$ cat src/rtl/score_fill_sequencer.sv
// Row-major Needleman-Wunsch score-matrix fill sequencer: neighbour reads, calc handshake, write-back.
// Optional SCORE_SEQ_CYCLE_CNT_EN adds a busy-cycle counter output cycle_cnt.
module score_fill_sequencer #(
    parameter int N       = 128,
    parameter int BitAddr = $clog2(N + 1),
    parameter int ADDR_W  = $clog2((N + 1) * (N + 1)),
    parameter int SCORE_W = 16
) (
    input  logic                 clk,
    input  logic                 rst,
    input  logic                 start,
    input  logic                 calc_done,
    input  logic [SCORE_W-1:0]   score_in,
    output logic                 en_read,
    output logic [1:0]           count,
    output logic                 change_index,
    output logic [BitAddr:0]     i,
    output logic [BitAddr:0]     j,
    output logic [2:0]           cap_sel,
    output logic                 calc_start,
    output logic                 wr_en,
    output logic [ADDR_W:0]      wr_addr,
    output logic [SCORE_W-1:0]   wr_data,
    output logic                 busy,
    output logic                 done
`ifdef SCORE_SEQ_CYCLE_CNT_EN
    ,
    output logic [31:0]          cycle_cnt
`endif
);

    localparam int IW = BitAddr + 1;
    localparam int AW = ADDR_W + 1;
    localparam logic [IW-1:0] LAST = IW'(N - 1);

    typedef enum logic [2:0] {IDLE, READ, DRAIN, CALC, WRITE, NEXT, DONE} state_t;

    state_t        state;
    logic          drain_second;
    logic [2:0]    cap_pipe;
    logic [AW-1:0] addr_next;

    always_comb begin
        addr_next = AW'(j) + AW'(1) + AW'(N + 1) * (AW'(i) + AW'(1));
    end

    always_ff @(posedge clk or posedge rst) begin
        if (rst) begin
            state        <= IDLE;
            drain_second <= 1'b0;
            en_read      <= 1'b0;
            count        <= 2'b11;
            change_index <= 1'b0;
            i            <= '0;
            j            <= '0;
            calc_start   <= 1'b0;
            wr_en        <= 1'b0;
            wr_addr      <= '0;
            wr_data      <= '0;
            busy         <= 1'b0;
            done         <= 1'b0;
        end else begin
            en_read      <= 1'b0;
            count        <= 2'b11;
            change_index <= 1'b0;
            calc_start   <= 1'b0;
            wr_en        <= 1'b0;
            done         <= 1'b0;
            case (state)
                IDLE: begin
                    if (start) begin
                        i       <= '0;
                        j       <= '0;
                        busy    <= 1'b1;
                        en_read <= 1'b1;
                        count   <= 2'b00;
                        state   <= READ;
                    end
                end
                // count itself tracks progress through the three neighbour reads
                READ: begin
                    if (count == 2'b00) begin
                        en_read <= 1'b1;
                        count   <= 2'b01;
                    end else if (count == 2'b01) begin
                        en_read <= 1'b1;
                        count   <= 2'b10;
                    end else begin
                        drain_second <= 1'b0;
                        state        <= DRAIN;
                    end
                end
                DRAIN: begin
                    if (!drain_second) begin
                        drain_second <= 1'b1;
                    end else begin
                        drain_second <= 1'b0;
                        calc_start   <= 1'b1;
                        state        <= CALC;
                    end
                end
                // calc_start is high only in the first CALC cycle; calc_done is ignored there
                CALC: begin
                    if (!calc_start && calc_done) begin
                        wr_data <= score_in;
                        wr_addr <= addr_next;
                        wr_en   <= 1'b1;
                        state   <= WRITE;
                    end
                end
                WRITE: begin
                    if (i == LAST && j == LAST) begin
                        done  <= 1'b1;
                        state <= DONE;
                    end else begin
                        change_index <= 1'b1;
                        state        <= NEXT;
                    end
                end
                NEXT: begin
                    if (j < LAST) begin
                        j <= j + IW'(1);
                    end else begin
                        j <= '0;
                        i <= i + IW'(1);
                    end
                    en_read <= 1'b1;
                    count   <= 2'b00;
                    state   <= READ;
                end
                DONE: begin
                    busy    <= 1'b0;
                    i       <= '0;
                    j       <= '0;
                    wr_addr <= '0;
                    wr_data <= '0;
                    state   <= IDLE;
                end
                default: state <= IDLE;
            endcase
        end
    end

    // Capture strobes lag the driven neighbour select by the address register plus RAM read
    always_ff @(posedge clk or posedge rst) begin
        if (rst) begin
            cap_pipe <= '0;
            cap_sel  <= '0;
        end else begin
            case (count)
                2'b00:   cap_pipe <= 3'b001;
                2'b01:   cap_pipe <= 3'b010;
                2'b10:   cap_pipe <= 3'b100;
                default: cap_pipe <= 3'b000;
            endcase
            cap_sel <= cap_pipe;
        end
    end

`ifdef SCORE_SEQ_CYCLE_CNT_EN
    always_ff @(posedge clk or posedge rst) begin
        if (rst) begin
            cycle_cnt <= '0;
        end else if (state == IDLE && start) begin
            cycle_cnt <= '0;
        end else if (busy) begin
            cycle_cnt <= cycle_cnt + 32'd1;
        end
    end
`endif

endmodule
$ cat config.mk
export PLATFORM = sky130hd
export DESIGN_NAME = score_fill_sequencer
export DESIGN_NICKNAME = d
export VERILOG_FILES = /design/src/rtl/score_fill_sequencer.sv
export SDC_FILE = /design/constraint.sdc
export NUM_CORES = 1
export LEC_CHECK = 0
export ABC_CLOCK_PERIOD_IN_PS = 5000
export CORE_MARGIN = 5
export CORE_UTILIZATION = 50
export DETAILED_ROUTE_END_ITERATION = 8
export GPL_TIMING_DRIVEN = 0
export PLACE_DENSITY = 0.79
export REMOVE_ABC_BUFFERS = 1
export SYNTH_ARGS = -nofsm -noshare
export SYNTH_HDL_FRONTEND = slang
export SYNTH_SLANG_ARGS = --single-unit
$ cat constraint.sdc
create_clock -name clk -period 5 [get_ports clk]
set_clock_uncertainty 0.05 [all_clocks]
set_input_delay 0.5 -clock clk [delete_from_list [all_inputs] [get_ports clk]]
set_output_delay 0.5 -clock clk [all_outputs]
set_load 0.01 [all_outputs]
; Yosys cells after proc, flatten, opt, wreduce, memory -nomap -nowiden
; Cells that the tools add are included.
; Widths: inputs -> output; s select.
[word_totals]
output_inout_bits = 61
word_cells = 92
regBits = 68
inputBits = 20
[classes]
n_addsub = 5
n_mul = 1
n_reduce_logical = 15
n_mux = 39
eq_ne = 16
magnitude_cmp = 1
[op_table]
columns = operator, n
row1 = $pmux 16 s2, 2
row2 = $pmux 9 s3, 2
row3 = $mux 16, 2
row4 = $mux 9, 3
row5 = $add 9x1->10 const B, 2
row6 = $add 9x1->9 const B, 2
row7 = $eq 9x7->1 const B, 2
row8 = $pmux 3 s6, 1
row9 = $add 10x16->16, 1
row10 = $mul 8x10->16 const A, 1
row11 = $mux 1, 16
row12 = $mux 3, 5
row13 = $ne 2x2->1 const B, 6
row14 = $eq 3x3->1 const B, 3
row15 = $lt 9x7->1 const B, 1
row16 = $pmux 3 s3, 1
row17 = $eq 3x2->1 const B, 2
row18 = $mux 2, 3
row19 = $pmux 2 s3, 1
row20 = $reduce_and 2->1, 3
row21 = $reduce_and 3->1, 2
row22 = $reduce_bool 2->1, 3
row23 = $reduce_and 5->1, 1
row24 = $pmux 1 s2, 2
row25 = 9 further kinds, 10

; Depth between registers and ports, before layout
; Gate-level depths: netlist of the first run.
[depth]
word_depth = 5
mapped_depth = 19
depth_no_buf = 18

; Worst setup path after synthesis of the first run
; Ideal clock, no wire load.
[synth_path]
path_type = register to register
startpoint = reg i[0]
endpoint = reg wr_addr[15]
setup_slack_ns = 0.825
path_stages_with_launch = 17
required_ns = 4.828
setup_ns = 0.122
path_buffers = 1
period_less_slack_ns = 4.175
t_arrival_ns = 4.003
cell_sequence = dfrtp_1 ha_1 buf_2 nand4_1 xor2_1 inv_1 ha_1 ha_1 ha_1 fa_1 ha_1 nand3_1 nand2_1 a22o_1 a211oi_1 or4_1 a32o_1
[synth_via]
elab_chain_cells = 5
[synth_rtl]
columns = element, line
row1 = from (decl), 17  ; output logic [BitAddr:0] i,
row2 = from (signal assigned), 125  ; i <= i + IW'(1);
row3 = $add 9x1->10, 44  ; addr_next = AW'(j) + AW'(1) + AW'(N + 1) * (AW'(i) + AW'(1));
row4 = $mul 8x10->16, 44
row5 = $add 10x16->16, 44
row6 = $mux 16, 104  ; if (!calc_start && calc_done) begin
row7 = $pmux 16 s2, 69  ; case (state)
row8 = to (signal assigned), 106  ; wr_addr <= addr_next;
row9 = to (decl), 22  ; output logic [ADDR_W:0] wr_addr,
; Every way passes these cells. The select of a mux whose other input is x is not followed.
; A chain may end at the register's enable or synchronous reset.

; Final worst setup path of the first run
; Same ends and word-level chain as after synthesis.

==> impl_metrics.py, run 1 <==
metrics = {
    "routing": {
        "detail-route-antenna-nets": 0,
        "vias": 3045,
        "via_per_inst": 5.49,
        "drtIter0Drc": 94,
        "wire_per_inst_um": 15.5,
        "remaining_drc_errors": 0,
        "wl_um": 8580,
        "dr.pass1.iters": 4,
    },
    "timing": {
        "setup_viol": 0,
        "slew_headroom_pct": 26.8,
        "timing.fmax_mhz": 215,
        "worst_slack_ns": 0.347,
        "slew_violations": 0,
        "finalHoldViolCount": 0,
        "min_period_ns": 4.65,
        "finalCritPeriodShare_pct": 93.1,
        "whs_ns": 0.305,
        "rsz0062_at_grt": "no",
        "tightest_slew_ns": 1.10,
        "finalSetupTns_ns": 0,
    },
    "global_route": {
        "antenna_found_initial": 0,
        "grt_pass1_wl_um": 14500,
        "gr-total-overflow": 0,
        "grt_max_degree": 36,
        "grt_pass1_vias": 3014,
        "groute.usage.overall_pct": 18.5,
    },
    "floorplan": {
        "fp-row-count": 31,
        "dieHeight_um": 97.4,
        "start_util_pct": 52.1,
        "io_pins": 81,
        "die-area_mm2": 0.00949,
        "coreArea_mm2": 0.00733,
        "dieWidth_um": 97.4,
    },
    "clock_tree": {
        "cts_buffers": 9,
        "cts_tree": "built",
        "clk-insertion-delay-late_ns": 0.34,
        "ctsResizeCount": 0,
        "cts.clk_slew.worst_paths_ns": 0.08,
        "clockBufferDepth": 2,
        "ctsHoldBuffers": 0,
        "cts_root_buffer": "clkbuf_8",
        "cts_num_sinks": 68,
        "h-tree-depth": 3,
        "cts_setup_buffers": 0,
    },
    "setup_path": {
        "arrival_ns": 4.83,
        "start_kind": "register",
        "crit_required_ns": 5.18,
        "cp_max_fo": 9,
        "path_class": "reg -> reg",
        "endpoint_kind": "register",
    },
    "outcome": {
        "status": "finished, final reports clean",
    },
    "yosys": {
        "ys_ff_latch": 68,
        "synthFlopType": "dfrtp_1",
        "synth_cell_types": 53,
        "ys_seq_area_share_pct": 44.6,
        "synthArstFlopShare_pct": 100,
        "synth.largest_area_cell": "dfrtp_1",
        "synth_commonest_cells": "dfrtp_1, ha_1, nand2_1, o21ai_0",
        "synth.most_common_cell": "dfrtp_1",
        "synth.area.top_cells": "dfrtp_1, ha_1, o21ai_0, a22o_1, nand2_1",
        "ys_warn_count": 0,
        "synth_area_per_cell_um2": 10.3,
        "synth_edf_count": 0,
        "synth_cells": 372,
        "syn-cell-area_mm2": 0.00382,
        "netlist.area_leader.share_pct": 43.2,
    },
    "placed_design": {
        "placed_cell_area_mm2": 0.00470,
        "post-place-ws_ns": 0.409,
        "gp_congestion": 0.859,
        "io_buffers": 80,
        "dp_hpwl_um": 6370,
    },
    "flow_run": {
        "cap_viol_max_count": 0,
    },
    "pwr": {
        "powerDensity_mw_per_mm2": 423,
        "ir_worst_vdd_uv": 184,
        "leakagePower_nw": 2.37,
    },
    "cells_and_area": {
        "syn_to_final_growth_pct": 28.2,
        "drive_above_1_share_pct": 6.36,
        "diodes": 0,
        "design_area_mm2": 0.00490,
        "fillers": 556,
        "nets": 515,
    },
    "min_path": {
        "worstHoldPathType": "reg -> reg",
    },
}
==> stage by stage <==
stage          total power (W)  cells  util [%]
3_3_place_gp           0.00162    538      63.8
4_1_cts                0.00210    555      66.8
3_5_place_dp           0.00164    539      64.1
2_1_floorplan          0.00125    359         -
6_report               0.00207    555      66.8
5_1_grt                0.00222    555      66.8
==> power by group <==
group | internal, W | total (W) | leakage (nW) | switching, W
Combinational | 0.000409 | 0.000787 | 1.38 | 0.000378
Sequential | 0.000708 | 0.000839 | 0.901 | 0.000130
Clock | 0.000232 | 0.000449 | 0.0918 | 0.000217
==> final cells by class <==
cell class / instances / area [um2] / area share [%]
multi-input combinational: 269 / 1970 / 40.2
tap: 99 / 124 / 2.53
clock buffer: 9 / 124 / 2.53
inverter: 22 / 82.6 / 1.69
timing repair buffer: 81 / 821 / 16.8
sequential: 68 / 1700 / 34.8
clock inverter: 7 / 75.1 / 1.53
==> cells in the final DEF, fill, tap and decap left out, types with 9 or more instances in the layout <==
cell type         n
a21oi_1          13
a22o_1           21
clkbuf_8          9
clkdlybuf4s50_1  80
dfrtp_1          66
ha_1             40
inv_1            20
nand2_1          38
nand3_1          12
nor2_1           15
o21ai_0          38
==> cell families after synthesis <==
family,after synthesis,share of synthesized area [%]
AND/OR/NAND/NOR,108,14.8
AO/OA/AOI/OAI,100,17.4
flip-flops,68,44.6
adder cells (fa/ha/maj),44,15.2
buffers and inverters,35,3.90
XOR/XNOR,16,3.86
multiplexers,1,0.262
==> registers in the layout, summed over array words and instances, names as in the netlist, 2 cells and up <==
register,cells
count,2
wr_data,16
j,9
wr_addr,16
cap_sel,3
i,9
cap_pipe,3
state,3
==> metal layers <==
metal	wire length [um]	vias up	track usage, %
li1	-	1494	-
met1	3920	1447	24.5
met2	4120	93	30.2
met3	426	11	4.24
met4	107	0	5.43
met5	0	-	0
==> critical path, stage by stage, from the launching register on <==
cell and delay [ns]:
dfrtp_1 0.48, ha_1 0.39, nand4_1 0.17, xor2_1 0.32, inv_1 0.08, ha_1 0.19
ha_1 0.27, ha_1 0.27, inv_1 0.05, fa_1 0.53, inv_1 0.05, ha_1 0.37
a21oi_1 0.22, nand2_1 0.10, a22o_1 0.20, a211oi_1 0.40, o31ai_1 0.14, a32o_1 0.27
==> path summary, 6_finish.rpt <==
kind	startpoint	end	slack (ns)	cells past startpoint
setup / recovery	i[0]	wr_addr[15]	0.35	17
hold / removal	cap_pipe[0]	cap_sel[0]	0.30	0
setup reg to reg	i[0]	wr_addr[15]	0.35	17
hold reg to reg	cap_pipe[0]	cap_sel[0]	0.30	0
max in group asynchronous	rst	count[1]	3.67	3
min in group asynchronous	rst	wr_data[4]	0.54	2
Power figures use the tool's default switching activity.
==> run 2, diff against run 1 <==
--- a/config.mk
+++ b/config.mk
@@ -9,9 +9,7 @@
 export CORE_MARGIN = 5
 export CORE_UTILIZATION = 50
 export DETAILED_ROUTE_END_ITERATION = 8
-export GPL_TIMING_DRIVEN = 0
 export PLACE_DENSITY = 0.79
-export REMOVE_ABC_BUFFERS = 1
 export SYNTH_ARGS = -nofsm -noshare
 export SYNTH_HDL_FRONTEND = slang
 export SYNTH_SLANG_ARGS = --single-unit
==> run 2 against run 1 <==
Compared with the run above:
- count of clock-buffer cells in the layout unchanged
- hold slack worse by 0.0036 ns
- via count up 1.7%
- sequential share of layout area up 0.053 points
- combinational power up 2%
- final cell count unchanged
- register-to-register slack better by 0.10 ns
- sequential power about the same
- critical path depth unchanged
==> impl_metrics.py, run 2 (synthesized netlist as in run 1, its figures left out) <==
metrics = {
    "pwr": {
        "p_seq_share_pct": 40.1,
        "power.internal_w": 0.00135,
        "p_switching_w": 0.000741,
        "leakagePower_nw": 2.36,
        "p_comb_share_pct": 38.4,
        "powerDensity_mw_per_mm2": 428,
        "clkPwrFrac_pct": 21.5,
        "p_sw_share_pct": 35.4,
        "ir_worst_vdd_uv": 171,
    },
    "setup_path": {
        "r2r_slack_ns": 0.45,
        "arrival_ns": 4.73,
        "crit_required_ns": 5.18,
        "endpoint_kind": "register",
        "path_common_cell": "ha_1",
        "r2r_end": "wr_addr[14]",
        "cp_num_buf_inv": 3,
        "path_cells": "ha_1, nand4_1, xor2_1, inv_1, ha_1, ha_1, ha_1, inv_1, fa_1, inv_1, ha_1, a2111oi_0, o21ai_0, nand3_1, a21oi_1, xnor2_1, a22o_1",
        "cp_top_family": "adder cells",
        "r2r_cells": 17,
        "critical_path.max_stage_delay_ns": 0.54,
        "cp_max_fo": 9,
        "start_kind": "register",
        "r2r_start": "i[0]",
        "path_class": "reg -> reg",
        "critPathSlowestCell": "fa_1",
    },
    "timing": {
        "tightest_slew_ns": 1.05,
        "whs_ns": 0.301,
        "slew_headroom_pct": 29.9,
        "slew_violations": 0,
        "min_period_ns": 4.55,
        "finalHoldViolCount": 0,
        "finalSetupTns_ns": 0,
        "worst_slack_ns": 0.448,
        "setup_viol": 0,
        "finalCritPeriodShare_pct": 91.0,
        "rsz0062_at_grt": "no",
        "timing.fmax_mhz": 220,
    },
    "min_path": {
        "worstHoldPathType": "reg -> reg",
        "worstHoldEndpoint": "cap_sel[2]",
        "hold_start": "cap_pipe[2]",
        "hold_path_depth": 0,
    },
    "global_route": {
        "grt_pass1_vias": 3075,
        "groute.usage.overall_pct": 19.3,
        "busiest_layer": "met2",
        "met1_usage_pct": 27.2,
        "use_met2_pct": 28.9,
        "grtUsageMet3_pct": 6.03,
        "grt_pass1_wl_um": 15100,
        "grt_max_degree": 69,
        "gr-total-overflow": 0,
        "antenna_found_initial": 0,
    },
    "placed_design": {
        "post-place-ws_ns": 0.468,
        "dp_hpwl_um": 6540,
        "gp_congestion": 0.914,
        "dp.cells": 539,
        "io_buffers": 80,
    },
    "clock_tree": {
        "cts_buffers": 9,
        "h-tree-depth": 3,
        "clk-insertion-delay-late_ns": 0.34,
        "cts_root_buffer": "clkbuf_8",
        "cts_tree": "built",
        "clockBufferDepth": 2,
        "cts.clk_slew.worst_paths_ns": 0.08,
        "cts_num_sinks": 68,
    },
    "routing": {
        "remaining_drc_errors": 0,
        "wire_per_inst_um": 16.0,
        "dr.pass1.iters": 4,
        "via_per_inst": 5.58,
        "wl_um": 8870,
        "vias": 3096,
        "detail-route-antenna-nets": 0,
        "drtIter0Drc": 126,
    },
    "outcome": {
        "status": "finished, final reports clean",
    },
    "cells_and_area": {
        "drive_above_1_share_pct": 6.58,
        "nets": 515,
        "largestRegisters": "wr_addr x16, wr_data x16",
        "final_cell_mix": "clkdlybuf4s50_1, dfrtp_1, ha_1",
        "syn_to_final_growth_pct": 28.0,
        "final_common_cell": "clkdlybuf4s50_1",
        "final_cell_count_no_fill": 555,
        "diodes": 0,
        "fillers": 557,
        "final_util_pct": 66.7,
    },
    "floorplan": {
        "die-area_mm2": 0.00949,
        "dieWidth_um": 97.4,
        "start_util_pct": 52.1,
        "dieHeight_um": 97.4,
        "coreArea_mm2": 0.00733,
        "io_pins": 81,
        "fp-row-count": 31,
    },
    "yosys": {
        "syn_nets": 436,
    },
    "flow_run": {
        "cap_viol_max_count": 0,
    },
}
[run 2: cell types whose count changed in the layout (fill, tap and decap cells not counted)]
cell	previous run	this run
buf_4	0	1
a211oi_2	0	1
buf_12	1	0
a211oi_1	4	3
[run 2: final cells by class]
type / count / area [um2] / share of cell area (%)
clock inverters: 7 / 75.1 / 1.53
well taps: 99 / 124 / 2.53
flip-flops and latches: 68 / 1700 / 34.8
multi-input cells: 269 / 1970 / 40.3
clock buffers: 9 / 124 / 2.53
inverters: 22 / 82.6 / 1.69
repair buffers: 81 / 808 / 16.5
[run 2: worst max path at each step]
stage	cells after the start	start	slack, ns	to
after floorplan	16	i[0]	0.83	wr_addr[15]
after global placement	17	i[0]	0.66	wr_addr[13]
after detailed placement	17	i[0]	0.47	wr_addr[13]
after CTS	17	i[0]	0.43	wr_addr[13]
after global routing	17	i[0]	0.05	wr_addr[14]
final	17	i[0]	0.45	wr_addr[14]
[run 2: routing by layer]
| layer | up-vias | part of all wire, % |
|---|---|---|
| li1 | 1503 | - |
| met1 | 1483 | 47 |
| met2 | 100 | 45 |
| met3 | 10 | 6.3 |
| met4 | 0 | 1.1 |
| met5 | - | 0 |
[run 2: metrics by stage]
stage / area, um2 / power [W]
3_5_place_dp: 4690 / 0.00166
4_1_cts: 4890 / 0.00212
3_3_place_gp: 4690 / 0.00164
2_1_floorplan: 3820 / 0.00128
6_report: 4890 / 0.00209
5_1_grt: 4890 / 0.00224
[run 2: power by group through the flow]
stage / clock network (W) / registers, W / logic [W]
2_1_floorplan: 0 / 0.000864 / 0.000414
3_3_place_gp: 0 / 0.000842 / 0.000798
3_5_place_dp: 0 / 0.000851 / 0.000813
4_1_cts: 0.000460 / 0.000841 / 0.000819
5_1_grt: 0.000487 / 0.000866 / 0.000886
6_report: 0.000450 / 0.000840 / 0.000804
[run 2: worst register-to-register path, delay by kind of cell, from the launching register on]
kind,cells,cell delay [ns]
compound gates,4,0.95
simple gates,2,0.32
fa+ha+maj,6,2.01
flops,1,0.47
xor+xnor,2,0.46
buf+inv,3,0.19
[run 2: repair_timing]
item                       CTS  global route
buffers inserted             0             0
hold buffers                 0             0
resized for setup            0             1
setup endpoints to repair    0             2
==> run 3, diff against run 2 <==
--- a/config.mk
+++ b/config.mk
@@ -7,9 +7,9 @@
 export LEC_CHECK = 0
 export ABC_CLOCK_PERIOD_IN_PS = 5000
 export CORE_MARGIN = 5
-export CORE_UTILIZATION = 50
+export CORE_UTILIZATION = 51
 export DETAILED_ROUTE_END_ITERATION = 8
-export PLACE_DENSITY = 0.79
+export PLACE_DENSITY = 0.8
 export SYNTH_ARGS = -nofsm -noshare
 export SYNTH_HDL_FRONTEND = slang
 export SYNTH_SLANG_ARGS = --single-unit
==> run 3 against run 2 <==
Compared with the run above:
- core utilization up 0.39 points
- global-route usage rose by 1.1 points
- register-to-register slack worse by 0.02 ns
- via count shrank 0.84%
- final area barely moved
- hold slack lost 0.0040 ns
- first-iteration DRC count rose by 25%
- clock power grew 4%
- maximum frequency is 0.45% lower
- non-clock buffer count unchanged
- final cell count unchanged
- largest cell class unchanged
- highest routed layer unchanged
==> impl_metrics.py, run 3 (synthesized netlist as in run 1, its figures left out) <==
metrics = {
    "pwr": {
        "power.internal_w": 0.00136,
        "leakagePower_nw": 2.38,
        "p_sw_share_pct": 35.9,
        "p_comb_share_pct": 38.4,
        "p_seq_share_pct": 39.6,
        "ir_worst_vdd_uv": 200,
        "powerDensity_mw_per_mm2": 433,
        "p_switching_w": 0.000760,
        "clkPwrFrac_pct": 22.0,
    },
    "cells_and_area": {
        "drive_above_1_share_pct": 6.36,
        "largestRegisters": "wr_addr x16, wr_data x16",
        "nets": 515,
        "diodes": 0,
        "final_cell_count_no_fill": 555,
        "syn_to_final_growth_pct": 28.1,
        "final_common_cell": "clkdlybuf4s50_1",
        "final_cell_mix": "clkdlybuf4s50_1, dfrtp_1, ha_1",
        "design_area_mm2": 0.00489,
    },
    "floorplan": {
        "io_pins": 81,
        "start_util_pct": 52.4,
        "dieWidth_um": 96.6,
        "dieHeight_um": 96.6,
        "coreArea_mm2": 0.00729,
        "die-area_mm2": 0.00932,
        "fp-row-count": 31,
    },
    "clock_tree": {
        "ctsHoldBuffers": 0,
        "clockBufferDepth": 2,
        "cts_tree": "built",
        "cts_num_sinks": 68,
        "cts_setup_buffers": 0,
        "cts.clk_slew.worst_paths_ns": 0.08,
        "cts_root_buffer": "clkbuf_8",
        "clk-insertion-delay-late_ns": 0.35,
        "h-tree-depth": 3,
        "ctsResizeCount": 0,
        "cts_buffers": 9,
    },
    "routing": {
        "detail-route-antenna-nets": 0,
        "dr.pass1.iters": 4,
        "remaining_drc_errors": 0,
        "wire_per_inst_um": 16.1,
        "vias": 3070,
        "wl_um": 8920,
        "via_per_inst": 5.53,
        "drtIter0Drc": 157,
    },
    "setup_path": {
        "r2r_cells": 14,
        "crit_required_ns": 5.19,
        "endpoint_kind": "register",
        "cp_max_fo": 9,
        "start_kind": "register",
        "r2r_slack_ns": 0.43,
        "arrival_ns": 4.77,
        "path_class": "reg -> reg",
    },
    "global_route": {
        "grt_pass1_wl_um": 14600,
        "groute.usage.overall_pct": 20.4,
        "grt_pass1_vias": 3061,
        "grt_max_degree": 69,
        "gr-total-overflow": 0,
        "antenna_found_initial": 0,
    },
    "placed_design": {
        "dp.cells": 539,
        "gp_congestion": 0.901,
        "dp_hpwl_um": 6630,
        "placed_cell_area_mm2": 0.00469,
        "io_buffers": 80,
    },
    "flow_run": {
        "cap_viol_max_count": 0,
    },
    "min_path": {
        "hold_path_depth": 0,
        "worstHoldPathType": "reg -> reg",
    },
    "timing": {
        "finalCritPeriodShare_pct": 91.5,
        "min_period_ns": 4.57,
        "slew_violations": 0,
        "slew_headroom_pct": 30.2,
        "rsz0062_at_grt": "no",
        "setup_viol": 0,
        "finalSetupTns_ns": 0,
        "finalHoldViolCount": 0,
        "timing.fmax_mhz": 219,
        "tightest_slew_ns": 1.05,
        "whs_ns": 0.297,
    },
    "outcome": {
        "status": "finished, final reports clean",
    },
    "yosys": {
        "syn_nets": 436,
    },
}
==> run 3: stage by stage <==
step / total power [W] / setup slack, ns / utilization [%]
after floorplan: 0.00128 / 0.825 / -
after global placement: 0.00164 / 0.668 / 64.3
after detailed placement: 0.00167 / 0.507 / 64.3
after CTS: 0.00214 / 0.435 / 67.1
after global routing: 0.00227 / 0.0571 / 67.1
final: 0.00212 / 0.427 / 67.1
==> run 3: power by group through the flow <==
stage               combinational (W)  clock [W]  sequential [W]
floorplan                    0.000414          0        0.000864
global placement             0.000797          0        0.000843
detailed placement           0.000819          0        0.000849
CTS                          0.000825   0.000474        0.000839
global route                 0.000899   0.000503        0.000864
finish                       0.000813   0.000467        0.000840
==> run 3: worst max-delay path: stages, from the launching register on <==
cell and delay [ns]:
dfrtp_1 0.47, ha_1 0.38, nand4_1 0.15, xor2_1 0.30
inv_1 0.08, ha_1 0.29, ha_1 0.30, ha_1 0.30
fa_1 0.48, ha_1 0.40, nand3_1 0.13, nor2b_1 0.18
a211oi_1 0.14, or4_1 0.55, a32o_1 0.26
==> run 3: final timing paths <==
check | startpoint | to
max in group asynchronous | rst | wr_addr[8]
hold reg to reg | cap_pipe[2] | cap_sel[2]
min in group asynchronous | rst | cap_sel[2]
setup reg to reg | i[0] | wr_addr[15]
hold / removal | cap_pipe[2] | cap_sel[2]
setup / recovery | i[0] | wr_addr[15]
==> run 3: final cells by class <==
class,instances,area [um2]
clock buffers,9,124
clock inverters,7,82.6
fillers,578,2400
inverters,22,82.6
multi-input cells,269,1970
flip-flops and latches,68,1700
well taps,99,124
repair buffers,81,808
==> run 3: layer usage <==
layer	track usage, %	part of all wire (%)	vias to the layer above
met5	0	0	-
met4	6.43	1.3	0
met3	5.81	8.2	13
met2	32.0	44	106
met1	27.3	46	1460
li1	-	-	1491
==> edit 1 (flow settings as in run 1) <==
Build with the macro `SCORE_SEQ_CYCLE_CNT_EN` defined.
--- a/src/rtl/score_fill_sequencer.sv
+++ b/src/rtl/score_fill_sequencer.sv
@@ -1,4 +1,6 @@
 // Row-major Needleman-Wunsch score-matrix fill sequencer: neighbour reads, calc handshake, write-back.
 // Optional SCORE_SEQ_CYCLE_CNT_EN adds a busy-cycle counter output cycle_cnt.
+`define SCORE_SEQ_CYCLE_CNT_EN
+
 module score_fill_sequencer #(
     parameter int N       = 128,
Function (old outputs only; new: cycle_cnt): kept (Yosys induction, for registers that start in step).
==> edit 1 against run 1 <==
  * Worst setup slack gained 0.066 ns
  * Sequential share of layout area grew 1.7 points
  * First-iteration DRC count grew to 3.1 times the old value
  * Design area grew 40%
  * Via count grew 45%
  * Non-clock buffer count grew 33
  * Sequential cell count grew 32
  * Synthesized area grew 42%
  * Total power grew 35%
  * Final cell count grew 46%
  * Routed wire length grew 43%
==> edit 1: results (changes against run 1) <==
min_path:
  worstHoldPathCells: 0  # unchanged
  hp-start: "cap_pipe[1]$_DFF_PP0_"
  hp-class: "register to register"
  min_delay_worst_endpoint: "cap_sel[1]$_DFF_PP0_"
yosys:
  synthTopCellsByCount: "dfrtp_1 (98), nand2_1 (78), nor2_1 (48), nand3_1 (46), ha_1 (41)"
  netlist_top_cells_area: "dfrtp_1 (45%), ha_1 (9.4%), nand2_1 (5.4%)"
  async_reset_ff_frac: 1.00  # unchanged
  synth_compound_area_frac: 0.0975  # -0.0764
  seq_area_frac_synth: 0.461  # +0.0153
  synth_cell_type_count: 56  # +5.7%
  synth_xor_area_frac: 0.0726  # +0.0339
  synthAdderAreaFrac: 0.109  # -0.0427
  synthMuxAreaShare: 0.00553  # +0.00291
  ys_warn_count: 0  # unchanged
cells_and_area:
  nFillCells: 906  # +63%
  fin_nets: 732  # +42%
  drive_gt1_frac: 0.0565  # -0.00705
  n_antenna_cell: 0  # unchanged
  largest_registers: "cycle_cnt x32, wr_addr x16, wr_data x16"
global_route:
  grt_pass1_wl_um: 20800  # +44%
  gr-usage-all-layers: 0.194  # +0.00980
  first_global_vias: 4290  # +42%
  antenna_found_initial: 0  # unchanged
  grt_start_max_net_pins: 66  # +83%
setup_path:
  rrSetupSlack_ns: 0.41  # +0.07 ns
  reg2reg_depth: 16  # -1
  worstPathArrival_ns: 4.74  # -0.09 ns
  crit_fanout: 8  # -1
  r2r-start: "i[0]$_DFFE_PP0P_"
  worst_r2r_endpoint: "wr_addr[13]$_DFFE_PP0P_"
placement:
  portBuffers: 112  # +40%
  post-place-ws_ns: 0.375  # -0.0341 ns
  dpl.hpwl_um: 9150  # +44%
  gp_congestion: 0.836  # -2.6%
cts:
  clkTransAtPathRegs_ns: 0.11  # +0.03 ns
  cts-buffers-inserted: 9  # unchanged
  clk_latency_ns: 0.36  # +0.02 ns
  cts.htree.levels: 3  # unchanged
  root_buffer: "clkbuf_8"
sta:
  worst_slew_pin_slew_ns: 1.07  # -0.0218 ns
  holdWs_ns: 0.308  # +0.00327 ns
power_and_ir_drop:
  p_leak_uw: 0.00328  # +39%
  vdd_ir_drop_max_mv: 0.213  # +16%
routing:
  drt-initial-drc-count: 293  # +210%
  wl_per_cell_um: 15.1  # -2.3%
  vias: 4407  # +45%
  first_pass_iters: 4  # unchanged
run_status:
  outcome: "complete, no violations"
floorplan:
  floorplan.initialDensity: 0.505  # -0.0159
## edit 1: cell types whose count changed after synthesis, moves of 4 or more
cell / run 1 / this run
nand4_1: 3 / 11
a21oi_1: 13 / 21
xnor2_1: 8 / 18
and3_1: 1 / 15
nand2_1: 38 / 78
buf_2: 4 / 9
o21ai_0: 38 / 34
dfrtp_1: 66 / 98
xor2_1: 7 / 27
nor2b_1: 8 / 3
nor2_1: 15 / 48
nand3_1: 12 / 46
a22o_1: 21 / 0
## edit 1: layout make-up
type	instances	area, um^2	share of cell area
clock buffers	10	138	0.0201
clock inverters	6	78.8	0.0115
inverters	26	103	0.0150
multi-input cells	416	2700	0.394
flip-flops and latches	100	2500	0.365
well taps	140	175	0.0255
repair buffers	114	1160	0.169
## edit 1: worst max-delay path, stage by stage (launching register included)
cell      delay [ns]
dfrtp_1         0.49
ha_1            0.29
nand3_1         0.20
nor2_1          0.21
nand2_1         0.11
xor2_2          0.21
inv_1           0.07
ha_1            0.27
ha_1            0.29
ha_1            0.30
fa_1            0.48
ha_1            0.39
nand3_1         0.14
a311o_1         0.39
a211oi_1        0.29
xnor2_1         0.16
o21ai_1         0.08
## edit 1: how the worst max path moves through the flow
stage                     start  cells after the start  slack (ns)                       to
3_5_place_dp   i[0]$_DFFE_PP0P_                     16        0.37  wr_addr[13]$_DFFE_PP0P_
4_1_cts        i[0]$_DFFE_PP0P_                     16        0.31  wr_addr[13]$_DFFE_PP0P_
3_3_place_gp   i[0]$_DFFE_PP0P_                     16        0.45  wr_addr[13]$_DFFE_PP0P_
5_1_grt        i[0]$_DFFE_PP0P_                     19        0.04  wr_addr[15]$_DFFE_PP0P_
2_1_floorplan  i[0]$_DFFE_PP0P_                     16        0.76  wr_addr[13]$_DFFE_PP0P_
6_report       i[0]$_DFFE_PP0P_                     16        0.41  wr_addr[13]$_DFFE_PP0P_
## edit 1: per-layer routing
metal / up-vias / part of all wire / track usage
li1: 2141 / - / -
met1: 2141 / 0.44 / 0.263
met2: 116 / 0.49 / 0.320
met3: 9 / 0.063 / 0.0412
met4: 0 / 0.0077 / 0.0499
met5: - / 0 / 0
## edit 1: report_power, final
group | switching [uW] | internal, uW
clock | 304 | 256
sequential | 204 | 1010
combinational | 520 | 513
total | 1030 | 1780
## edit 1: through the flow
stage	instance area, um^2	power, uW	cells
floorplan	5300	1740	542
CTS	6850	2840	812
global placement	6600	2230	794
finish	6860	2810	812
detailed placement	6640	2280	796
global route	6860	3010	812
## edit 1: timing repair
item | CTS | global route
gates resized for setup | 0 | 1
setup buffers | 0 | 0
endpoints found under the setup margin | 0 | 1
hold buffers | 0 | 0
==> edit 2 (config.mk and constraints of run 1) <==
Made on the original files. Add an input register stage for `calc_done` and `score_in`, with the module's reset; this delays them by one clock. The other inputs are not delayed to match. Comments in the files are not updated.
--- a/src/rtl/score_fill_sequencer.sv
+++ b/src/rtl/score_fill_sequencer.sv
@@ -35,4 +35,17 @@
 
     typedef enum logic [2:0] {IDLE, READ, DRAIN, CALC, WRITE, NEXT, DONE} state_t;
+
+    logic calc_done_q;
+    logic [SCORE_W-1:0] score_q;
+
+    always_ff @(posedge clk or posedge rst) begin
+        if (rst) begin
+            calc_done_q <= '0;
+            score_q     <= '0;
+        end else begin
+            calc_done_q <= calc_done;
+            score_q     <= score_in;
+        end
+    end
 
     state_t        state;
@@ -102,6 +115,6 @@
                 // calc_start is high only in the first CALC cycle; calc_done is ignored there
                 CALC: begin
-                    if (!calc_start && calc_done) begin
-                        wr_data <= score_in;
+                    if (!calc_start && calc_done_q) begin
+                        wr_data <= score_q;
                         wr_addr <= addr_next;
                         wr_en   <= 1'b1;
Check against the original RTL: not equivalent (Yosys sat finds a counterexample within 10 cycles, from zero or initial values and one cycle with rst high).
==> edit 2 against run 1 <==
  * Worst setup slack better by 0.11 ns
  * Sequential cell count grew 17
  * First-iteration DRC count up 61%
  * Routed wire length grew 6.3%
  * Clock power is 20% higher
  * Sequential share of layout area rose by 4.5 points
  * Final cell count increased by 11%
  * Synthesized area grew 13%
  * Total power up 7.5%
  * Design area grew 11%
  * Largest cell class is now registers
==> edit 2: results (changes against run 1) <==
global_route:
  grt_start_max_net_pins: 53  # +47%
  gr-usage-all-layers: 0.187  # +0.00255
  grt_pass1_wl_um: 15300  # +6.1%
  antenna_found_initial: 0  # unchanged
  first_global_vias: 3260  # +8.2%
min_path:
  min_delay_worst_endpoint: "cap_sel[2]$_DFF_PP0_"
  hp-class: "register to register"
  worstHoldPathCells: 0  # unchanged
  hp-start: "cap_pipe[2]$_DFF_PP0_"
cells_and_area:
  fin_nets: 572  # +11%
  drive_gt1_frac: 0.0507  # -0.0129
  n_antenna_cell: 0  # unchanged
  largest_registers: "score_q x16, wr_addr x16, wr_data x16"
setup_path:
  worstPathArrival_ns: 4.68  # -0.15 ns
  crit_fanout: 7  # -2
  rrSetupSlack_ns: 0.46  # +0.11 ns
  slowest_delay_ns: 0.48  # -0.05 ns
  reg2reg_depth: 16  # -1
yosys:
  synth_top_cell_area_share: 0.481  # +0.0491
  async_reset_ff_frac: 1.00  # unchanged
  synthTopCellsByCount: "dfrtp_1 (83), nand2_1 (64), o21ai_0 (42), ha_1 (40), nand3_1 (32)"
  seq_area_frac_synth: 0.493  # +0.0475
  netlist_top_cells_area: "dfrtp_1 (48%), ha_1 (12%), nand2_1 (5.6%)"
  synth_cell_type_count: 53  # unchanged
cts:
  post_cts_buffers: 0  # unchanged
  clockBufferDepth: 2  # unchanged
run_status:
  outcome: "complete, no violations"
sta:
  worst_slew_pin_slew_ns: 1.28  # +0.187 ns
  holdWs_ns: 0.305  # +0.000672 ns
power_and_ir_drop:
  p_leak_uw: 0.00261  # +10%
  p_sw_uw: 751  # +3.6%
  vdd_ir_drop_max_mv: 0.262  # +42%
routing:
  drt-initial-drc-count: 151  # +61%
  wl_per_cell_um: 14.8  # -4.5%
  vias: 3356  # +10%
placement:
  gp_congestion: 0.873  # +1.7%
  dpl.hpwl_um: 6720  # +5.5%
[edit 2: cell types whose count changed after synthesis, sizes merged, moves of 7 or more]
cell,run 1,this run
nand3,13,32
a22o,21,2
nand2,39,65
dfrtp,66,83
nor2,16,24
clkbuf,6,13
[edit 2: metal layers]
layer,up-vias,share of wire,global-route usage
met4,0,0.021,0.0807
li1,1645,-,-
met5,-,0,0
met2,81,0.47,0.291
met1,1616,0.44,0.245
met3,14,0.068,0.0548
[edit 2: per-stage QoR]
step                cells   util  setup slack, ns  area (um^2)  total power (uW)
global placement      601  0.622            0.567         5170              1680
CTS                   618  0.653            0.451         5420              2260
floorplan             416      -            0.790         4230              1340
global route          618  0.653            0.129         5420              2390
finish                618  0.653            0.456         5420              2230
detailed placement    602  0.626            0.473         5200              1710
[edit 2: final cells by class]
class	count	area, um^2
clock buffers	10	128
clock inverters	6	93.8
fillers	658	2880
inverters	23	88.8
multi-input cells	308	2020
flip-flops and latches	85	2130
well taps	105	131
repair buffers	81	828
[edit 2: cells by family after synthesis]
logic type | Yosys count | share of synthesized area
mux | 1 | 0.00232
fa+ha+maj | 44 | 0.135
flops | 85 | 0.493
simple gates | 159 | 0.173
buf+inv | 41 | 0.0388
xor+xnor | 15 | 0.0304
compound gates | 89 | 0.127
[edit 2: power by group through the flow]
| stage | registers, uW | clock network (uW) | logic [uW] |
|---|---|---|---|
| 6_report | 959 | 541 | 730 |
| 5_1_grt | 985 | 586 | 817 |
| 4_1_cts | 959 | 554 | 743 |
| 3_5_place_dp | 968 | 0 | 740 |
| 3_3_place_gp | 967 | 0 | 718 |
| 2_1_floorplan | 1000 | 0 | 334 |
